`src/rtl/fetch_sequencer.sv`:
```
// Fetch/decode/execute sequencer: owns PC and IR, fetches from memory, resolves jump/zero-branch.
// ALU op takes 4 cycles and jump/branch 2, given immediate ready/done; stalls in FETCH/EXEC until mem_ready/exec_done.
module fetch_sequencer #(
  parameter int               ADDR_W   = 8,
  parameter int               INSTR_W  = 16,
  parameter int               OPC_W    = 4,
  parameter logic [OPC_W-1:0] HALT_OPC = 4'hF,
  parameter logic [OPC_W-1:0] JMP_OPC  = 4'hE,
  parameter logic [OPC_W-1:0] BRZ_OPC  = 4'hD
) (
  input  logic               clk,
  input  logic               r,
  input  logic               run,
  output logic               mem_req,
  input  logic               mem_ready,
  input  logic [INSTR_W-1:0] mem_rdata,
  input  logic               zero_flag,
  input  logic               exec_done,
  output logic [ADDR_W-1:0]  pc,
  output logic [INSTR_W-1:0] ir,
  output logic               reg_we,
  output logic               halted,
  output logic [2:0]         state
);

  localparam logic [2:0] S_IDLE   = 3'd0;
  localparam logic [2:0] S_FETCH  = 3'd1;
  localparam logic [2:0] S_DECODE = 3'd2;
  localparam logic [2:0] S_EXEC   = 3'd3;
  localparam logic [2:0] S_WB     = 3'd4;
  localparam logic [2:0] S_HALT   = 3'd5;

  logic [2:0]         state_q, state_d;
  logic [ADDR_W-1:0]  pc_q, pc_d;
  logic [INSTR_W-1:0] ir_q, ir_d;
  logic [OPC_W-1:0]   opc;

  assign opc = ir_q[INSTR_W-1 -: OPC_W];

  always_comb begin
    state_d = state_q;
    pc_d    = pc_q;
    ir_d    = ir_q;
    case (state_q)
      S_IDLE: begin
        if (run) state_d = S_FETCH;
      end
      S_FETCH: begin
        if (mem_ready) begin
          ir_d    = mem_rdata;
          pc_d    = pc_q + ADDR_W'(1);
          state_d = S_DECODE;
        end
      end
      S_DECODE: begin
        if (opc == HALT_OPC) begin
          state_d = S_HALT;
        end else if (opc == JMP_OPC) begin
          pc_d    = ir_q[ADDR_W-1:0];
          state_d = S_FETCH;
        end else if (opc == BRZ_OPC) begin
          if (zero_flag) pc_d = ir_q[ADDR_W-1:0];
          state_d = S_FETCH;
        end else begin
          state_d = S_EXEC;
        end
      end
      S_EXEC: begin
        if (exec_done) state_d = S_WB;
      end
      S_WB: begin
        state_d = S_FETCH;
      end
      S_HALT: begin
        state_d = S_HALT;
      end
      default: begin
        state_d = S_IDLE;
      end
    endcase
  end

  always_ff @(posedge clk) begin
    if (r) begin
      state_q <= S_IDLE;
      pc_q    <= '0;
      ir_q    <= '0;
    end else begin
      state_q <= state_d;
      pc_q    <= pc_d;
      ir_q    <= ir_d;
    end
  end

  // Strobes come from the state register alone so no input can glitch them.
  assign mem_req = (state_q == S_FETCH);
  assign reg_we  = (state_q == S_WB);
  assign halted  = (state_q == S_HALT);
  assign pc      = pc_q;
  assign ir      = ir_q;
  assign state   = state_q;

endmodule
```
`config.mk`:
```
export PLATFORM = sky130hd
export DESIGN_NAME = fetch_sequencer
export DESIGN_NICKNAME = d
export VERILOG_FILES = /design/src/rtl/fetch_sequencer.sv
export SDC_FILE = /design/constraint.sdc
export NUM_CORES = 1
export LEC_CHECK = 0
export ABC_CLOCK_PERIOD_IN_PS = 3100
export BUFFER_PORTS_ARGS = -buffer_cell sky130_fd_sc_hd__buf_2
export CORE_ASPECT_RATIO = 1.1
export CORE_UTILIZATION = 54
export CTS_BUF_LIST = sky130_fd_sc_hd__clkbuf_4
export CTS_CLUSTER_SIZE = 20
export DETAILED_ROUTE_END_ITERATION = 16
export PLACE_DENSITY_LB_ADDON = 0.12
export SYNTH_ARGS = -nofsm -noshare
export SYNTH_HDL_FRONTEND = slang
export SYNTH_SLANG_ARGS = --single-unit
```
`constraint.sdc`:
```
create_clock -name clk -period 3.1 [get_ports clk]
set_input_delay 0.62 -clock clk [delete_from_list [all_inputs] [get_ports clk]]
set_output_delay 0.62 -clock clk [all_outputs]
set_load 0.03 [all_outputs]
```
==> tab_implementation.tex <==
\begin{tabular}{lr}
\hline
Metric & Value \\
\hline
\multicolumn{2}{l}{\textbf{Cells and area}} \\
Commonest cells after routing, fill and taps aside & 51 x buf\_2, 41 x nand2\_1, 27 x a21oi\_1, 27 x dfxtp\_1 \\
Area growth syn-to-layout & 19.5\% \\
Fraction of final layout cells sized beyond drive strength 1 & $\sim$30\% \\
Commonest non-fill, non-tap cell in the layout & buf\_2 \\
Layout net count & 236 \\
Final antenna diode count & 0 \\
Non-Filler Instances & around 240 \\
\multicolumn{2}{l}{\textbf{Setup path}} \\
Critical path capture point type & flip-flop \\
Critical Path Source Type & flip-flop \\
Required time reported for the critical path endpoint & 3.35 ns \\
CP max FO & 23 \\
Data arrival at the endpoint of the critical path & roughly 2.3 ns \\
Type of the worst setup path & flip-flop to flip-flop \\
\multicolumn{2}{l}{\textbf{Power and ir drop}} \\
Sequential power share & 56.8\% \\
Share of power burned in the clock network & 23.3\% \\
NetSw & around 0.00021 W \\
Power density relative to cell area & about 410 mW/mm\^{}2 \\
Net switching share of the total power & 31.8\% \\
Combinational cell fraction of total power & 19.9\% \\
Leakage power of the design & 0.703 nW \\
Total chip power & between 0.0006 and 0.0007 W \\
IR drop worst, VDD & roughly 0.36 mV \\
Cell-internal power & 0.000460 W \\
\multicolumn{2}{l}{\textbf{Logic synthesis}} \\
Top cell type's share of synthesized area & about 40\% \\
Post-Syn Area per Cell & 8.10 um\^{}2 \\
Synth Net Count & 191 \\
Warnings from Yosys & 0 \\
Seq cells post-synth & 27 \\
Synth Instances & 168 \\
Fraction of the yosys area taken by sequential cells & 39.7\% \\
Cell area after synthesis & 0.00136 mm\^{}2 \\
Leading area contributor after synthesis & dfxtp\_1 \\
Cell variety after synth & 38 \\
Leading cell types by total area after synthesis & dfxtp\_1 40\%, nand2\_1 11\%, a21oi\_1 9.9\%, nor3b\_4 2.8\%, o32ai\_1 2.6\% \\
\multicolumn{2}{l}{\textbf{Routing}} \\
DRC viols & 0 \\
WL/cell & 12.6 um \\
DRC violation total after the first TritonRoute iteration & 34 \\
Routed Wire Length & $\sim$3.0 mm \\
First-pass DRT Iterations & 4 \\
Total via count in the routed design & between 1000 and 1500 \\
Final antenna-violating net count & 0 \\
Via-to-Cell Ratio & 5.54 \\
\multicolumn{2}{l}{\textbf{GRT}} \\
Largest net degree at the start of global routing & 29 \\
Via count of the first global-routing pass & 1161 \\
Leftover overflow at the end of global routing & 0 \\
Overall track demand over capacity in global routing & between 20\% and 30\% \\
Initial antenna violation count & 0 \\
Global-route wire length before repair & 5.01 mm \\
\multicolumn{2}{l}{\textbf{Clock network}} \\
TritonCTS clock tree & yes \\
\# hold bufs at CTS & 0 \\
Number of buffers inserted by post-CTS setup repair & 0 \\
Clock sink count & 27 \\
Clk Latency, worst-skew pair & 0.33 ns \\
Deepest clock path buffer count & 2 \\
H-tree level count & 1 \\
Clock buffers created by TritonCTS & 3 \\
Post-cts gate resize count & 0 \\
Clock transition at the registers of the reported paths & 0.16 ns \\
Clk Tree Root Cell & clkbuf\_4 \\
\multicolumn{2}{l}{\textbf{Placed design}} \\
Port buffer count & 51 \\
Final estimated routing congestion in global placement & about 0.8 \\
HPWL after DPL & 2.14 mm \\
Placed cell count & roughly 240 \\
\multicolumn{2}{l}{\textbf{Outcome}} \\
Run status & complete, no violations \\
\multicolumn{2}{l}{\textbf{Timing}} \\
Transition time at the pin with the least slew margin & 0.725 ns \\
Period Utilization, post-route & 65.8\% \\
Hold Fails Final Rpt & 0 \\
Worst setup skew after layout & 0.0216 ns \\
Number of setup violations in the final report & 0 \\
Slew Limit Fails & 0 \\
Max-slew headroom at the worst pin & 51.5\% \\
Setup repair after global routing missed its margin & false \\
Max Clock Freq & 490 MHz \\
Shortest clock period the worst path allows after layout & just over 2 ns \\
Sum Neg Setup Slack & 0 ns \\
\multicolumn{2}{l}{\textbf{Floorplan}} \\
Core Area & 0.00232 mm\^{}2 \\
Die Y & 54.6 um \\
Top-Level Pins & 52 \\
Initial Util & 58.6\% \\
Die outline area & $\sim$0.0027 mm\^{}2 \\
Width of the chip & approximately 50 um \\
Site Rows & 18 \\
\multicolumn{2}{l}{\textbf{Min path}} \\
Worst hold-check path type & flip-flop to flip-flop \\
\multicolumn{2}{l}{\textbf{Job}} \\
MaxCap Viol Count & 0 \\
\hline
\end{tabular}
==> worst max-delay path, cell delays in order, from the launching register on <==
cell	delay, ns
dfxtp_1	0.59
nor3b_4	0.27
nand2_1	0.46
or3_1	0.51
a31oi_1	0.15
==> area by class of cell <==
class                   instances  area, um^2
well taps                      30        37.5
repair buffers                 52         263
inverters                       1        3.75
clock buffers                   3        22.5
multi-input cells             128         751
clock inverters                 1        7.51
flip-flops and latches         27         541
fillers                       205         694
==> kinds of logic after synthesis <==
family / after synthesis / share of synthesized area, %
AO/OA/AOI/OAI: 48 / 23.7
XOR/XNOR: 1 / 0.644
adder cells (fa/ha/maj): 1 / 0.920
buffers and inverters: 13 / 5.06
flip-flops: 27 / 39.7
multiplexers: 2 / 1.66
AND/OR/NAND/NOR: 76 / 28.2
==> cell usage after synthesis, drive strengths merged <==
cell / count
and3: 1
nor3b: 4
xor2: 1
nand3: 4
ha: 1
a32oi: 2
inv: 1
a21oi: 27
nand2: 41
nor2: 7
dfxtp: 27
a221oi: 2
nor3: 6
mux2: 2
and2b: 2
o32ai: 6
buf: 7
and4: 1
o2111ai: 1
nand4: 1
o22a: 2
a31oi: 1
or3: 1
nor4: 2
nor2b: 3
o21ai: 2
clkbuf: 5
o31ai: 1
and2: 1
o211ai: 2
o2111a: 1
a21o: 1
and3b: 2
==> worst paths after layout <==
kind,end,cells after the start,slack [ns],start
max,pc[0],4,1.06,state[0]
min,ir[9],2,0.47,ir[9]
max reg2reg,pc[0],4,1.06,state[0]
min reg2reg,ir[9],2,0.47,ir[9]
==> metrics by stage <==
step | cell area [um^2] | hold WS [ns] | utilization (%) | setup WS, ns
3_5_place_dp | 1600 | 0.449 | 68.8 | 1.09
5_1_grt | 1630 | 0.486 | 70.1 | 0.862
6_report | 1630 | 0.468 | 70.1 | 1.06
3_3_place_gp | 1600 | 0.442 | 68.8 | 1.16
4_1_cts | 1630 | 0.469 | 70.1 | 1.06
2_1_floorplan | 1360 | 0.584 | - | 0.977
==> power groups by stage <==
stage	registers, W	clock network [W]	logic (W)
3_3_place_gp	0.000389	0	0.000131
4_1_cts	0.000383	0.000161	0.000135
5_1_grt	0.000386	0.000171	0.000147
6_report	0.000383	0.000157	0.000134
2_1_floorplan	0.000411	0	0.0000760
3_5_place_dp	0.000391	0	0.000134
==> state kept, by name, indices dropped and copies added (netlist names) <==
name   flops
state      3
ir        16
pc         8
==> layer usage <==
layer / vias to the layer above / GRT usage (%) / part of all wire [%]
li1: 688 / - / -
met1: 603 / 29.1 / 45
met2: 46 / 44.4 / 50
met3: 4 / 3.33 / 4.5
met4: 0 / 5.71 / 0.66
met5: - / 0 / 0
Note: power is estimated with default switching activity, not from simulation.
